===== src/rtl/pipe_ctrl.sv =====
// pipe_ctrl: central pipeline controller for the 5-stage CPU.
//   Generates stall/flush controls for IF/ID, ID/EX, EX/MEM and MEM/WB,
//   inserts load-use bubbles and commits exceptions, interrupts and
//   exception returns at the MEM boundary, driving the fetch redirect.
//   Owns the control registers (STATUS, INT_MASK, IRQ, EXP_CODE,
//   EXP_VECTOR, EPC), accessed by WRCR instructions and cr_addr reads.
//
// Optional feature macro: PIPE_CTRL_PERF_EN
//   When defined, CR6 is a free-running if_stall cycle counter and CR7 counts
//   committed exceptions plus interrupts. Both are cleared by WRCR to their
//   index. When undefined, CR6/CR7 read 0 and no counter logic exists.
//
// Ports:
//   cpu_clk, cpu_rstn          clock, asynchronous active-low reset
//   irq[IRQ_W]                 asynchronous external interrupt levels
//   ld_hazard, mem_busy        load-use hazard, data bus not complete
//   mem_en, mem_pc, mem_exp_code, mem_ctrl_op
//                              MEM-stage instruction valid/PC/exception/CR op
//   cr_addr, cr_wdata, cr_rdata
//                              control register index, write and read data
//   exe_mode, int_en           current privilege mode, global interrupt enable
//   *_stall, *_flush           per-pipeline-register hold / bubble controls
//   new_pc_en, new_pc          fetch redirect

module pipe_ctrl #(
    parameter int unsigned IRQ_W       = 8,
    parameter int unsigned SYNC_STAGES = 2,
    parameter logic [29:0] VEC_RESET   = 30'h0
) (
    input  logic             cpu_clk,
    input  logic             cpu_rstn,
    input  logic [IRQ_W-1:0] irq,
    input  logic             ld_hazard,
    input  logic             mem_busy,
    input  logic             mem_en,
    input  logic [29:0]      mem_pc,
    input  logic [2:0]       mem_exp_code,
    input  logic [1:0]       mem_ctrl_op,
    input  logic [4:0]       cr_addr,
    input  logic [31:0]      cr_wdata,
    output logic [31:0]      cr_rdata,
    output logic             exe_mode,
    output logic             int_en,
    output logic             if_stall,
    output logic             id_stall,
    output logic             ex_stall,
    output logic             mem_stall,
    output logic             if_flush,
    output logic             id_flush,
    output logic             ex_flush,
    output logic             mem_flush,
    output logic             new_pc_en,
    output logic [29:0]      new_pc
);

    localparam logic [1:0] OP_WRCR   = 2'd1;
    localparam logic [1:0] OP_EXRT   = 2'd2;

    localparam logic [2:0] CODE_IRQ  = 3'd1;
    localparam logic [2:0] CODE_PRIV = 3'd6;

    localparam logic [4:0] CR_STATUS = 5'd0;
    localparam logic [4:0] CR_MASK   = 5'd1;
    localparam logic [4:0] CR_IRQ    = 5'd2;
    localparam logic [4:0] CR_CODE   = 5'd3;
    localparam logic [4:0] CR_VECTOR = 5'd4;
    localparam logic [4:0] CR_EPC    = 5'd5;
`ifdef PIPE_CTRL_PERF_EN
    localparam logic [4:0] CR_PSTALL = 5'd6;
    localparam logic [4:0] CR_PEXC   = 5'd7;
`endif

    // SETTLE covers the one cycle after a redirect while the refetch begins
    localparam logic [0:0] ST_RUN    = 1'b0;
    localparam logic [0:0] ST_SETTLE = 1'b1;

    // ------------------------------------------------------------------
    // State
    // ------------------------------------------------------------------
    logic [0:0]                         state_q, state_d;
    logic                               exe_mode_q, exe_mode_d;
    logic                               int_en_q, int_en_d;
    logic                               pre_exe_mode_q, pre_exe_mode_d;
    logic                               pre_int_en_q, pre_int_en_d;
    logic [IRQ_W-1:0]                   int_mask_q, int_mask_d;
    logic [29:0]                        epc_q, epc_d;
    logic [2:0]                         exp_code_q, exp_code_d;
    logic [29:0]                        exp_vector_q, exp_vector_d;
    logic [SYNC_STAGES-1:0][IRQ_W-1:0]  irq_sync_q, irq_sync_d;

    logic [IRQ_W-1:0] irq_sync;
    logic [IRQ_W-1:0] irq_p;
    logic             commit;
    logic             int_req;
    logic             take_exc;
    logic             take_exrt;
    logic             cr_wr;
    logic [2:0]       exc_code;
    logic             flush_req;
    logic             redirect;

    assign irq_sync = irq_sync_q[SYNC_STAGES-1];

    // Commit decision at the MEM boundary, highest priority first
    always_comb begin
        commit    = mem_en & ~mem_busy;
        irq_p     = irq_sync & ~int_mask_q;
        int_req   = int_en_q & (|irq_p) & (state_q == ST_RUN);
        take_exc  = 1'b0;
        take_exrt = 1'b0;
        cr_wr     = 1'b0;
        exc_code  = 3'd0;
        if (commit) begin
            if (mem_exp_code != 3'd0) begin
                take_exc = 1'b1;
                exc_code = mem_exp_code;
            end else if (mem_ctrl_op == OP_EXRT) begin
                take_exrt = 1'b1;
            end else if (int_req) begin
                take_exc = 1'b1;
                exc_code = CODE_IRQ;
            end else if (mem_ctrl_op == OP_WRCR) begin
                // CR writes from user mode become a privilege violation
                if (exe_mode_q) begin
                    cr_wr = 1'b1;
                end else begin
                    take_exc = 1'b1;
                    exc_code = CODE_PRIV;
                end
            end
        end
        flush_req = take_exc | take_exrt;
        // Redirect and flushes are held low while reset is asserted
        redirect  = flush_req & cpu_rstn;
    end

    // Pipeline controls; a flush overrides a stall on the same register
    always_comb begin
        if_flush  = redirect;
        id_flush  = redirect | (ld_hazard & ~mem_busy & cpu_rstn);
        ex_flush  = redirect;
        mem_flush = redirect;
        if_stall  = (ld_hazard | mem_busy) & ~if_flush;
        id_stall  = mem_busy & ~id_flush;
        ex_stall  = mem_busy & ~ex_flush;
        mem_stall = mem_busy & ~mem_flush;
        new_pc_en = redirect;
        new_pc    = 30'h0;
        if (redirect) begin
            new_pc = take_exc ? exp_vector_q : epc_q;
        end
    end

    assign exe_mode = exe_mode_q;
    assign int_en   = int_en_q;

    // ------------------------------------------------------------------
    // Optional performance counters
    // ------------------------------------------------------------------
`ifdef PIPE_CTRL_PERF_EN
    logic [31:0] perf_stall_q, perf_stall_d;
    logic [31:0] perf_exc_q, perf_exc_d;

    // A WRCR clear takes precedence over a same-cycle increment
    always_comb begin
        perf_stall_d = perf_stall_q;
        perf_exc_d   = perf_exc_q;
        if (cr_wr && (cr_addr == CR_PSTALL)) begin
            perf_stall_d = 32'h0;
        end else if (if_stall) begin
            perf_stall_d = perf_stall_q + 32'd1;
        end
        if (cr_wr && (cr_addr == CR_PEXC)) begin
            perf_exc_d = 32'h0;
        end else if (take_exc) begin
            perf_exc_d = perf_exc_q + 32'd1;
        end
    end

    always_ff @(posedge cpu_clk or negedge cpu_rstn) begin
        if (!cpu_rstn) begin
            perf_stall_q <= 32'h0;
            perf_exc_q   <= 32'h0;
        end else begin
            perf_stall_q <= perf_stall_d;
            perf_exc_q   <= perf_exc_d;
        end
    end
`endif

    // ------------------------------------------------------------------
    // Control register read
    // ------------------------------------------------------------------
    always_comb begin
        cr_rdata = 32'h0;
        case (cr_addr)
            CR_STATUS: cr_rdata = {28'h0, pre_int_en_q, pre_exe_mode_q,
                                   int_en_q, exe_mode_q};
            CR_MASK:   cr_rdata = 32'(int_mask_q);
            CR_IRQ:    cr_rdata = 32'(irq_sync);
            CR_CODE:   cr_rdata = {29'h0, exp_code_q};
            CR_VECTOR: cr_rdata = {exp_vector_q, 2'b00};
            CR_EPC:    cr_rdata = {epc_q, 2'b00};
`ifdef PIPE_CTRL_PERF_EN
            CR_PSTALL: cr_rdata = perf_stall_q;
            CR_PEXC:   cr_rdata = perf_exc_q;
`endif
            default:   cr_rdata = 32'h0;
        endcase
    end

    // ------------------------------------------------------------------
    // Next state
    // ------------------------------------------------------------------
    always_comb begin
        state_d        = state_q;
        exe_mode_d     = exe_mode_q;
        int_en_d       = int_en_q;
        pre_exe_mode_d = pre_exe_mode_q;
        pre_int_en_d   = pre_int_en_q;
        int_mask_d     = int_mask_q;
        epc_d          = epc_q;
        exp_code_d     = exp_code_q;
        exp_vector_d   = exp_vector_q;

        // irq enters at stage 0 and becomes visible after SYNC_STAGES edges
        irq_sync_d = {irq_sync_q[SYNC_STAGES-2:0], irq};

        // Any redirect (re)enters SETTLE; otherwise SETTLE lasts one cycle
        case (state_q)
            ST_RUN:    state_d = flush_req ? ST_SETTLE : ST_RUN;
            ST_SETTLE: state_d = flush_req ? ST_SETTLE : ST_RUN;
            default:   state_d = ST_RUN;
        endcase

        if (take_exc) begin
            epc_d          = mem_pc;
            exp_code_d     = exc_code;
            pre_exe_mode_d = exe_mode_q;
            pre_int_en_d   = int_en_q;
            exe_mode_d     = 1'b1;
            int_en_d       = 1'b0;
        end else if (take_exrt) begin
            exe_mode_d = pre_exe_mode_q;
            int_en_d   = pre_int_en_q;
        end else if (cr_wr) begin
            case (cr_addr)
                CR_STATUS: begin
                    exe_mode_d     = cr_wdata[0];
                    int_en_d       = cr_wdata[1];
                    pre_exe_mode_d = cr_wdata[2];
                    pre_int_en_d   = cr_wdata[3];
                end
                CR_MASK:   int_mask_d   = cr_wdata[IRQ_W-1:0];
                CR_VECTOR: exp_vector_d = cr_wdata[31:2];
                CR_EPC:    epc_d        = cr_wdata[31:2];
                default:   ;
            endcase
        end
    end

    always_ff @(posedge cpu_clk or negedge cpu_rstn) begin
        if (!cpu_rstn) begin
            state_q        <= ST_RUN;
            exe_mode_q     <= 1'b1;
            int_en_q       <= 1'b0;
            pre_exe_mode_q <= 1'b0;
            pre_int_en_q   <= 1'b0;
            int_mask_q     <= '1;
            epc_q          <= 30'h0;
            exp_code_q     <= 3'h0;
            exp_vector_q   <= VEC_RESET;
            irq_sync_q     <= '0;
        end else begin
            state_q        <= state_d;
            exe_mode_q     <= exe_mode_d;
            int_en_q       <= int_en_d;
            pre_exe_mode_q <= pre_exe_mode_d;
            pre_int_en_q   <= pre_int_en_d;
            int_mask_q     <= int_mask_d;
            epc_q          <= epc_d;
            exp_code_q     <= exp_code_d;
            exp_vector_q   <= exp_vector_d;
            irq_sync_q     <= irq_sync_d;
        end
    end

endmodule


===== config.mk =====
export PLATFORM = sky130hd
export DESIGN_NAME = pipe_ctrl
export DESIGN_NICKNAME = d
export VERILOG_FILES = /design/src/rtl/pipe_ctrl.sv
export SDC_FILE = /design/constraint.sdc
export NUM_CORES = 1
export LEC_CHECK = 0
export CORE_MARGIN = 8
export CORE_UTILIZATION = 27
export DETAILED_ROUTE_END_ITERATION = 16
export SLEW_MARGIN = 20
export SYNTH_ARGS = -nofsm -noshare
export SYNTH_HDL_FRONTEND = slang
export SYNTH_SLANG_ARGS = --single-unit

===== constraint.sdc =====
create_clock -name cpu_clk -period 6.4 [get_ports cpu_clk]
set_input_delay 0.96 -clock cpu_clk [delete_from_list [all_inputs] [get_ports cpu_clk]]
set_output_delay 0.96 -clock cpu_clk [all_outputs]
set_load 0.1 [all_outputs]

==> results.json, run 1 <==
{
  "status": "complete, no violations",
  "finish.utilization": 0.372,
  "period_share": 0.727,
  "synth_most_common_cell": "dfrtp_1",
  "rr_startpoint": "int_mask_q[4]",
  "p_int_uw": 1060,
  "synth_area_leaders": "dfrtp_1 (38%), mux2_4 (8.3%), mux2i_1 (5.7%)",
  "cp.arrival_ns": 3.69,
  "p_comb_frac": 0.236,
  "clkLatencyLatePin_ns": 0.35,
  "finalWirelength_mm": 20.4,
  "hold_buffers": 0,
  "hold_ws_ns": 0.348,
  "viasPerCell": 5.36,
  "dp_hpwl_mm": 13.4,
  "area_delta_synth_final_pct": 37.1,
  "synth_commonest_cells": "dfrtp_1 (83), o21ai_0 (57), clkbuf_1 (48)",
  "ir_drop_v": 0.000151,
  "dieWidth_um": 158,
  "tightest_slew_ns": 1.11,
  "cts.clk_slew.worst_paths_ns": 0.06,
  "num_rows": 52,
  "crit_fanout": 33,
  "pwr-share-seq": 0.417,
  "numCtsBuffers": 9,
  "synth_top_area_frac": 0.383,
  "fin_crit_ns": 4.65,
  "overflow": 0,
  "yosys.area.top_type": "dfrtp_1",
  "place_area_mm2": 0.00712,
  "drt_iter0_drc": 419,
  "hold_path_class": "register to register",
  "cp-startpoint": "mem_ctrl_op[0]",
  "place_congestion": 0.775,
  "synth_edf_count": 0,
  "grt_usage": 0.164,
  "tns_ns": 0,
  "cts_tree": "yes",
  "powerDensity_mw_per_mm2": 212,
  "seq_area_frac_synth": 0.427,
  "hold_violations": 0,
  "endpoint_kind": "primary output",
  "cts_post_setup_buffers_inserted": 0,
  "ctsLongestPathBuffers": 2,
  "synth_nets": 646,
  "final_max_slew_viol_count": 0,
  "die_h_um": 158,
  "antenna_found_initial": 0,
  "crit_type": "input pin to primary output",
  "setup_viol": 0,
  "post_drt_wl_per_cell_um": 21.4,
  "ant_nets": 0,
  "max_freq_mhz": 215,
  "syn_area_per_cell_um2": 9.67,
  "io_pins": 158,
  "maxCapViolCount": 0,
  "cts_resized": 0,
  "timing.rr.end": "exp_vector_q[16]",
  "first_global_vias": 5209,
  "finClkSkew_ns": 0.00780,
  "cts.sinks": 92,
  "synth-warning-count": 0,
  "cts_max_level": 3,
  "nNetsFinal": 764,
  "design_area_mm2": 0.00744,
  "clockPowerShare": 0.347,
  "async_flop_share": 1.00,
  "diodes": 0,
  "synthCells": 561,
  "startpoint_type": "input pin",
  "synth_area_mm2": 0.00542,
  "synth-main-ff-cell": "dfrtp_1",
  "worstPathRequired_ns": 5.44,
  "start_util": 0.272,
  "grt_max_degree": 62,
  "synth.distinct_cells": 46,
  "grt_pass1_wl_mm": 31.4,
  "dr.pass1.iters": 5,
  "core_area_mm2": 0.0200,
  "rsz0062_at_grt": "false",
  "io_buffer_count": 157,
  "drive_above_1_share": 0.189,
  "hold-path-cell-count": 0,
  "fillCellCount": 1978,
  "synth.ff_latch_count": 92,
  "switching_share": 0.328,
  "drc_errors": 0,
  "leakage_uw": 0.00290,
  "reg2reg_depth": 6,
  "cts-root-buf": "clkbuf_16",
  "slew_headroom": 0.255,
  "critPathCapture": "new_pc[11]",
  "p_sw_uw": 517,
  "dieArea_mm2": 0.0249,
  "reg2reg_slack_ns": 3.57,
  "vias": 5113
}
power by group through the flow:
stage                     logic, uW  clock network (uW)  registers [uW]
after global routing            398                 587             663
after global placement          367                   0             668
final                           373                 546             657
after CTS                       370                 559             657
after floorplan                 213                   0             662
after detailed placement        369                   0             668
layout make-up:
cell class                      count  area (um^2)  share of cell area
Multi-Input combinational cell    400         2870               0.385
Inverter                            5         18.8             0.00252
Clock inverter                      4         48.8             0.00656
Tap cell                          270          338              0.0454
Clock buffer                       12          246              0.0331
Sequential cell                    92         2310               0.311
Timing Repair Buffer              171         1610               0.216
cell families after synthesis:
group,Yosys count,synth area share
buf+inv,69,0.0561
flops,92,0.427
mux,68,0.155
compound gates,194,0.217
simple gates,138,0.145
cells in the final DEF (no fill, tap or decap), types with 3 or more instances in the layout:
master,n
a22oi_1,6
and4_1,3
mux2_4,30
clkbuf_16,9
inv_1,5
nor2_1,28
dfrtp_1,83
nand4_1,34
nor2b_1,6
nand2_1,4
a221oi_1,4
nor3_1,3
a31oi_1,35
nand3_1,33
o22ai_1,3
a211oi_1,32
a21oi_1,38
dfstp_2,9
mux2_2,7
nand2b_1,12
o21ai_1,6
clkdlybuf4s50_1,117
mux2i_1,31
o21ai_0,57
buf_4,51
worst min path at each step:
| stage | from | to | slack [ns] |
|---|---|---|---|
| global placement | irq_sync_d[11] | irq_sync[3] | 0.33 |
| global route | irq_sync_d[15] | irq_sync[7] | 0.36 |
| CTS | irq_sync_d[12] | irq_sync[4] | 0.35 |
| detailed placement | irq_sync_d[8] | irq_sync[0] | 0.34 |
| floorplan | irq_sync_d[8] | irq_sync[0] | 0.33 |
| finish | irq_sync_d[13] | irq_sync[5] | 0.35 |
routing by layer:
metal,share of wire,wire length [um],track usage
met3,0.085,1740,0.0442
met1,0.45,9160,0.222
met5,0,0,0
met4,0.0086,176,0.0322
met2,0.46,9330,0.257
stage by stage:
| stage | total power (uW) | instances | setup slack, ns |
|---|---|---|---|
| after floorplan | 875 | 561 | 1.54 |
| after global placement | 1030 | 937 | 1.81 |
| after detailed placement | 1040 | 937 | 1.75 |
| after CTS | 1590 | 953 | 1.74 |
| after global routing | 1650 | 954 | 1.55 |
| final | 1580 | 954 | 1.75 |
registers in the layout, summed over array words and instances, names as in the netlist:
signal,count
epc_q,30
exe_mode,1
exp_code_q,3
exp_vector_q,30
int_en,1
int_mask_q,8
irq_sync,8
irq_sync_d,8
pre_exe_mode_q,1
pre_int_en_q,1
state_q,1
critical path, stage by stage:
cell and delay [ns]:
clkdlybuf4s50_1 0.48, nor2b_1 0.21, nor2b_1 0.35, nand2b_1 0.15
buf_4 0.37, o311ai_4 0.30, buf_4 0.34, a21oi_1 0.18
buf_4 0.33
Note: power is estimated with default switching activity, not from simulation.
==> run 2, diff against run 1 <==
- clock period: 6.4 -> 3.79 ns (I/O delays scaled with it)
==> run 2 against run 1 <==
Compared with the run above: via count rose by 1.6%; die area did not move; sequential cell count did not move; global-route usage fell by 0.14 points; total power rose by 67%; first-iteration DRC count fell by 6.9%; cell area rose by 11%; sequential power rose by 69%; clock power rose by 56%.
==> results.json, run 2 (synthesis gave the netlist of run 1 again) <==
{
  "fillCellCount": 1945,
  "hold_violations": 0,
  "period_share": 0.950,
  "hold_buffers": 0,
  "hold_path_class": "input pin to asynchronous set/reset pin",
  "cts_resized": 0,
  "endpoint_kind": "primary output",
  "first_global_vias": 5299,
  "clkLatencyLatePin_ns": 0.35,
  "design_area_mm2": 0.00825,
  "antenna_found_initial": 1,
  "cts_max_level": 3,
  "leakage_uw": 0.00318,
  "reg2reg_depth": 6,
  "maxCapViolCount": 0,
  "fin_crit_ns": 3.60,
  "final_common_cell": "clkdlybuf4s50_1",
  "finalWirelength_mm": 20.3,
  "rr_startpoint": "int_mask_q[0]",
  "viasPerCell": 5.40,
  "mostFrequentLayoutCells": "clkdlybuf4s50_1 (84), dfrtp_1 (83), buf_12 (71)",
  "vias": 5196,
  "path_common_cell": "nor2b_1",
  "cp-startpoint": "mem_ctrl_op[0]",
  "startpoint_type": "input pin",
  "clockPowerShare": 0.323,
  "total_power_uw": 2630,
  "crit_type": "input pin to primary output",
  "ctsLongestPathBuffers": 2,
  "post_drt_wl_per_cell_um": 21.1,
  "grt_usage": 0.162,
  "overflow": 0,
  "setup_viol": 0,
  "dieWidth_um": 158,
  "reg_top3": "epc_q x30, exp_vector_q x30",
  "io_pins": 158,
  "core_area_mm2": 0.0200,
  "die_h_um": 158,
  "grt_max_degree": 62,
  "pwr-share-seq": 0.422,
  "drc_errors": 0,
  "crit_fanout": 32,
  "timing.rr.end": "exp_vector_q[0]",
  "final_max_slew_viol_count": 0,
  "dr.pass1.iters": 5,
  "io_buffer_count": 157,
  "p_comb_frac": 0.256,
  "finClkSkew_ns": 0.00847,
  "ir_drop_v": 0.000205,
  "powerDensity_mw_per_mm2": 319,
  "switching_share": 0.326,
  "dieArea_mm2": 0.0249,
  "area_delta_synth_final_pct": 52.1,
  "hold_ws_ns": 0.347,
  "tightest_slew_ns": 1.10,
  "status": "complete, no violations",
  "p_int_uw": 1770,
  "numCtsBuffers": 9,
  "worst_slack_ns": 0.190,
  "place_area_mm2": 0.00797,
  "cts.sinks": 92,
  "p_sw_uw": 857,
  "cts.clk_slew.worst_paths_ns": 0.06,
  "path_cells": "clkdlybuf4s50_1, nor2b_1, nor2b_1, nand2b_2, buf_4, o21ai_0, a21oi_1, buf_12",
  "critPathCapture": "new_pc[29]",
  "drive_above_1_share": 0.245,
  "post-place-ws_ns": 0.130,
  "num_rows": 52,
  "rsz0062_at_grt": "false",
  "max_freq_mhz": 278,
  "crit_path_top_delay_cell": "clkdlybuf4s50_1",
  "worstPathRequired_ns": 3.22,
  "cts-root-buf": "clkbuf_16",
  "cts_tree": "yes",
  "ant_nets": 0,
  "grt_pass1_wl_mm": 31.3,
  "nNetsFinal": 772,
  "dp_hpwl_mm": 14.0,
  "drt_iter0_drc": 390,
  "start_util": 0.272,
  "place_congestion": 0.758,
  "slew_headroom": 0.267,
  "max_stage_delay_ns": 0.48,
  "cp.arrival_ns": 3.03,
  "reg2reg_slack_ns": 0.91
}
==> run 2: worst min-delay path by stage <==
stage	start	end	slack (ns)	cells after the start
floorplan	cpu_rstn	epc_q[0]	0.27	0
global placement	irq_sync_d[12]	irq_sync[4]	0.33	0
detailed placement	irq_sync_d[8]	irq_sync[0]	0.33	0
CTS	cpu_rstn	exp_vector_q[22]	0.35	2
global route	irq_sync_d[8]	irq_sync[0]	0.35	0
finish	cpu_rstn	epc_q[23]	0.35	2
==> run 2: critical path, delay by kind of cell <==
kind	cells	cell delay, ns
buffers and inverters	3	1.07
and+or+nand+nor	3	0.80
AOI/OAI and AO/OA	2	0.58
==> run 2: power groups by stage <==
| stage | combinational, uW | clock [uW] | sequential [uW] |
|---|---|---|---|
| global route | 716 | 919 | 1120 |
| detailed placement | 672 | 0 | 1120 |
| CTS | 675 | 878 | 1110 |
| global placement | 667 | 0 | 1120 |
| floorplan | 360 | 0 | 1120 |
| finish | 672 | 850 | 1110 |
==> run 2: routing by layer <==
| layer | up-vias | global-route usage | part of all wire |
|---|---|---|---|
| met1 | 2551 | 0.217 | 0.44 |
| met2 | 245 | 0.254 | 0.46 |
| met3 | 23 | 0.0470 | 0.083 |
| met5 | - | 0 | 0 |
| li1 | 2377 | - | - |
| met4 | 0 | 0.0367 | 0.0094 |
==> run 2: timing repair <==
action                                  4_1_cts  5_1_grt
pin swaps                                     1        1
setup buffers                                 0        1
endpoints found under the setup margin        4        5
==> run 2: cell type report <==
class | count | area, um^2 | area share
well taps | 270 | 338 | 0.0410
clock buffers | 13 | 260 | 0.0315
multi-input cells | 400 | 2870 | 0.347
clock inverters | 2 | 10.0 | 0.00121
flip-flops and latches | 92 | 2310 | 0.280
diodes | 1 | 2.50 | 0.000303
repair buffers | 179 | 2440 | 0.296
inverters | 5 | 18.8 | 0.00228
==> run 2: stage by stage <==
step                      utilization  setup TNS [ns]  instances
final                           0.413               0        962
after global routing            0.413               0        962
after CTS                       0.412               0        960
after detailed placement        0.399               0        945
after global placement          0.399               0        945
after floorplan                     -           -5.72        561
==> run 3, diff against run 2 <==
- clock period: 3.79 -> 3.24 ns (I/O delays scaled with it)
==> run 3 against run 2 <==
Compared with the run above: register-to-register slack worse by 0.32 ns; final cell count grew 1.4%; sequential cell count stayed put; clock power is 39% higher; critical path type is now register to primary output; critical endpoint unchanged.
==> results.json, run 3 (synthesis gave the netlist of run 1 again) <==
{
  "place_congestion": 0.776,
  "numCtsBuffers": 9,
  "maxCapViolCount": 0,
  "ctsLongestPathBuffers": 2,
  "finClkSkew_ns": 0.00787,
  "total_power_uw": 3310,
  "grt_max_degree": 63,
  "reg2reg_slack_ns": 0.59,
  "cp_top_family": "buffers and inverters",
  "vias": 5271,
  "final_max_slew_viol_count": 0,
  "ir_drop_v": 0.000228,
  "max_stage_delay_ns": 0.54,
  "path_cells": "nand2b_1, and4_1, a21oi_4, o311ai_4, buf_4, a21oi_2, buf_12",
  "grt_pass1_wl_mm": 32.3,
  "worstPathRequired_ns": 2.75,
  "tightest_slew_ns": 0.829,
  "cts_max_level": 3,
  "finalWirelength_mm": 20.9,
  "diodes": 0,
  "hold_path_class": "input pin to asynchronous set/reset pin",
  "core_area_mm2": 0.0200,
  "reg2reg_depth": 6,
  "cts_resized": 0,
  "viasPerCell": 5.41,
  "overflow": 0,
  "finish.utilization": 0.440,
  "io_pins": 158,
  "hold_ws_ns": 0.227,
  "setup_viol": 0,
  "place_area_mm2": 0.00846,
  "powerDensity_mw_per_mm2": 376,
  "dieArea_mm2": 0.0249,
  "hold_violations": 0,
  "nNetsFinal": 785,
  "rr_startpoint": "int_mask_q[0]",
  "design_area_mm2": 0.00879,
  "drc_errors": 0,
  "drive_above_1_share": 0.335,
  "timing.rr.end": "exp_vector_q[9]",
  "area_delta_synth_final_pct": 62.1,
  "crit_type": "register to primary output",
  "crit_path_top_delay_cell": "dfstp_2",
  "mostFrequentLayoutCells": "dfrtp_1 (82), clkdlybuf4s50_1 (82), buf_12 (72)",
  "first_global_vias": 5542,
  "period_share": 0.954,
  "startpoint_type": "register",
  "tns_ns": 0,
  "die_h_um": 158,
  "status": "complete, no violations",
  "dieWidth_um": 158,
  "max_freq_mhz": 323,
  "cts_tree": "yes",
  "clkLatencyLatePin_ns": 0.35,
  "dr.pass1.iters": 5,
  "endpoint_kind": "primary output",
  "fin_crit_ns": 3.09,
  "drt_iter0_drc": 264,
  "antenna_found_initial": 0,
  "cts.clk_slew.worst_paths_ns": 0.06,
  "post_drt_wl_per_cell_um": 21.4,
  "reg_top3": "epc_q x30, exp_vector_q x30",
  "worst-path-buf-inv": 2,
  "dp_hpwl_mm": 14.7,
  "cts.sinks": 92,
  "num_rows": 52,
  "leakage_uw": 0.00328,
  "ant_nets": 0,
  "crit_fanout": 16,
  "cts-root-buf": "clkbuf_16",
  "grt_usage": 0.168,
  "rsz0062_at_grt": "false",
  "hold_buffers": 0,
  "start_util": 0.272,
  "cp.arrival_ns": 2.61,
  "cts_post_setup_buffers_inserted": 0,
  "slew_headroom": 0.447,
  "io_buffer_count": 157
}
## run 3: cell types whose count changed in the layout (fill, tap and decap cells not counted), sizes merged
cell / change
bufinv: +2
inv: -1
clkdlybuf4s50: -2
diode: -1
clkinvlp: +2
clkinv: -2
buf: +15
## run 3: cell type report
class                      instances  area [um^2]
fill                            1908        11200
inverter                           5         22.5
clock inverter                     3         67.6
timing repair buffer             192         2540
multi-input combinational        400         3230
clock buffer                      13          270
tap                              270          338
sequential                        92         2320
## run 3: report_power, final
part	switching (uW)	total (uW)	leakage, uW	internal, uW
combinational	525	831	0.00201	306
clock	438	1180	0.000162	740
sequential	67.1	1300	0.00111	1230
## run 3: worst max path at each step
stage / start / end / slack [ns] / cells after the start
floorplan: int_en / id_flush / -0.07 / 5
global placement: mem_ctrl_op[0] / id_flush / 0.22 / 8
detailed placement: mem_ctrl_op[0] / new_pc[29] / 0.23 / 8
CTS: int_mask_q[7] / new_pc[29] / 0.1 / 7
global route: int_mask_q[7] / new_pc[29] / 0.003 / 7
finish: int_mask_q[0] / new_pc[29] / 0.15 / 7
## run 3: metal layers
layer,vias up,share of wire,global-route usage
met5,-,0,0
met4,0,0.015,0.0485
met3,26,0.060,0.0330
met2,185,0.49,0.288
met1,2647,0.43,0.211
li1,2413,-,-
## run 3: per-stage QoR
stage / setup WS [ns] / instances
after floorplan: -0.0672 / 561
after global placement: 0.222 / 959
after detailed placement: 0.233 / 959
after CTS: 0.0993 / 975
after global routing: 0.00290 / 975
final: 0.148 / 975
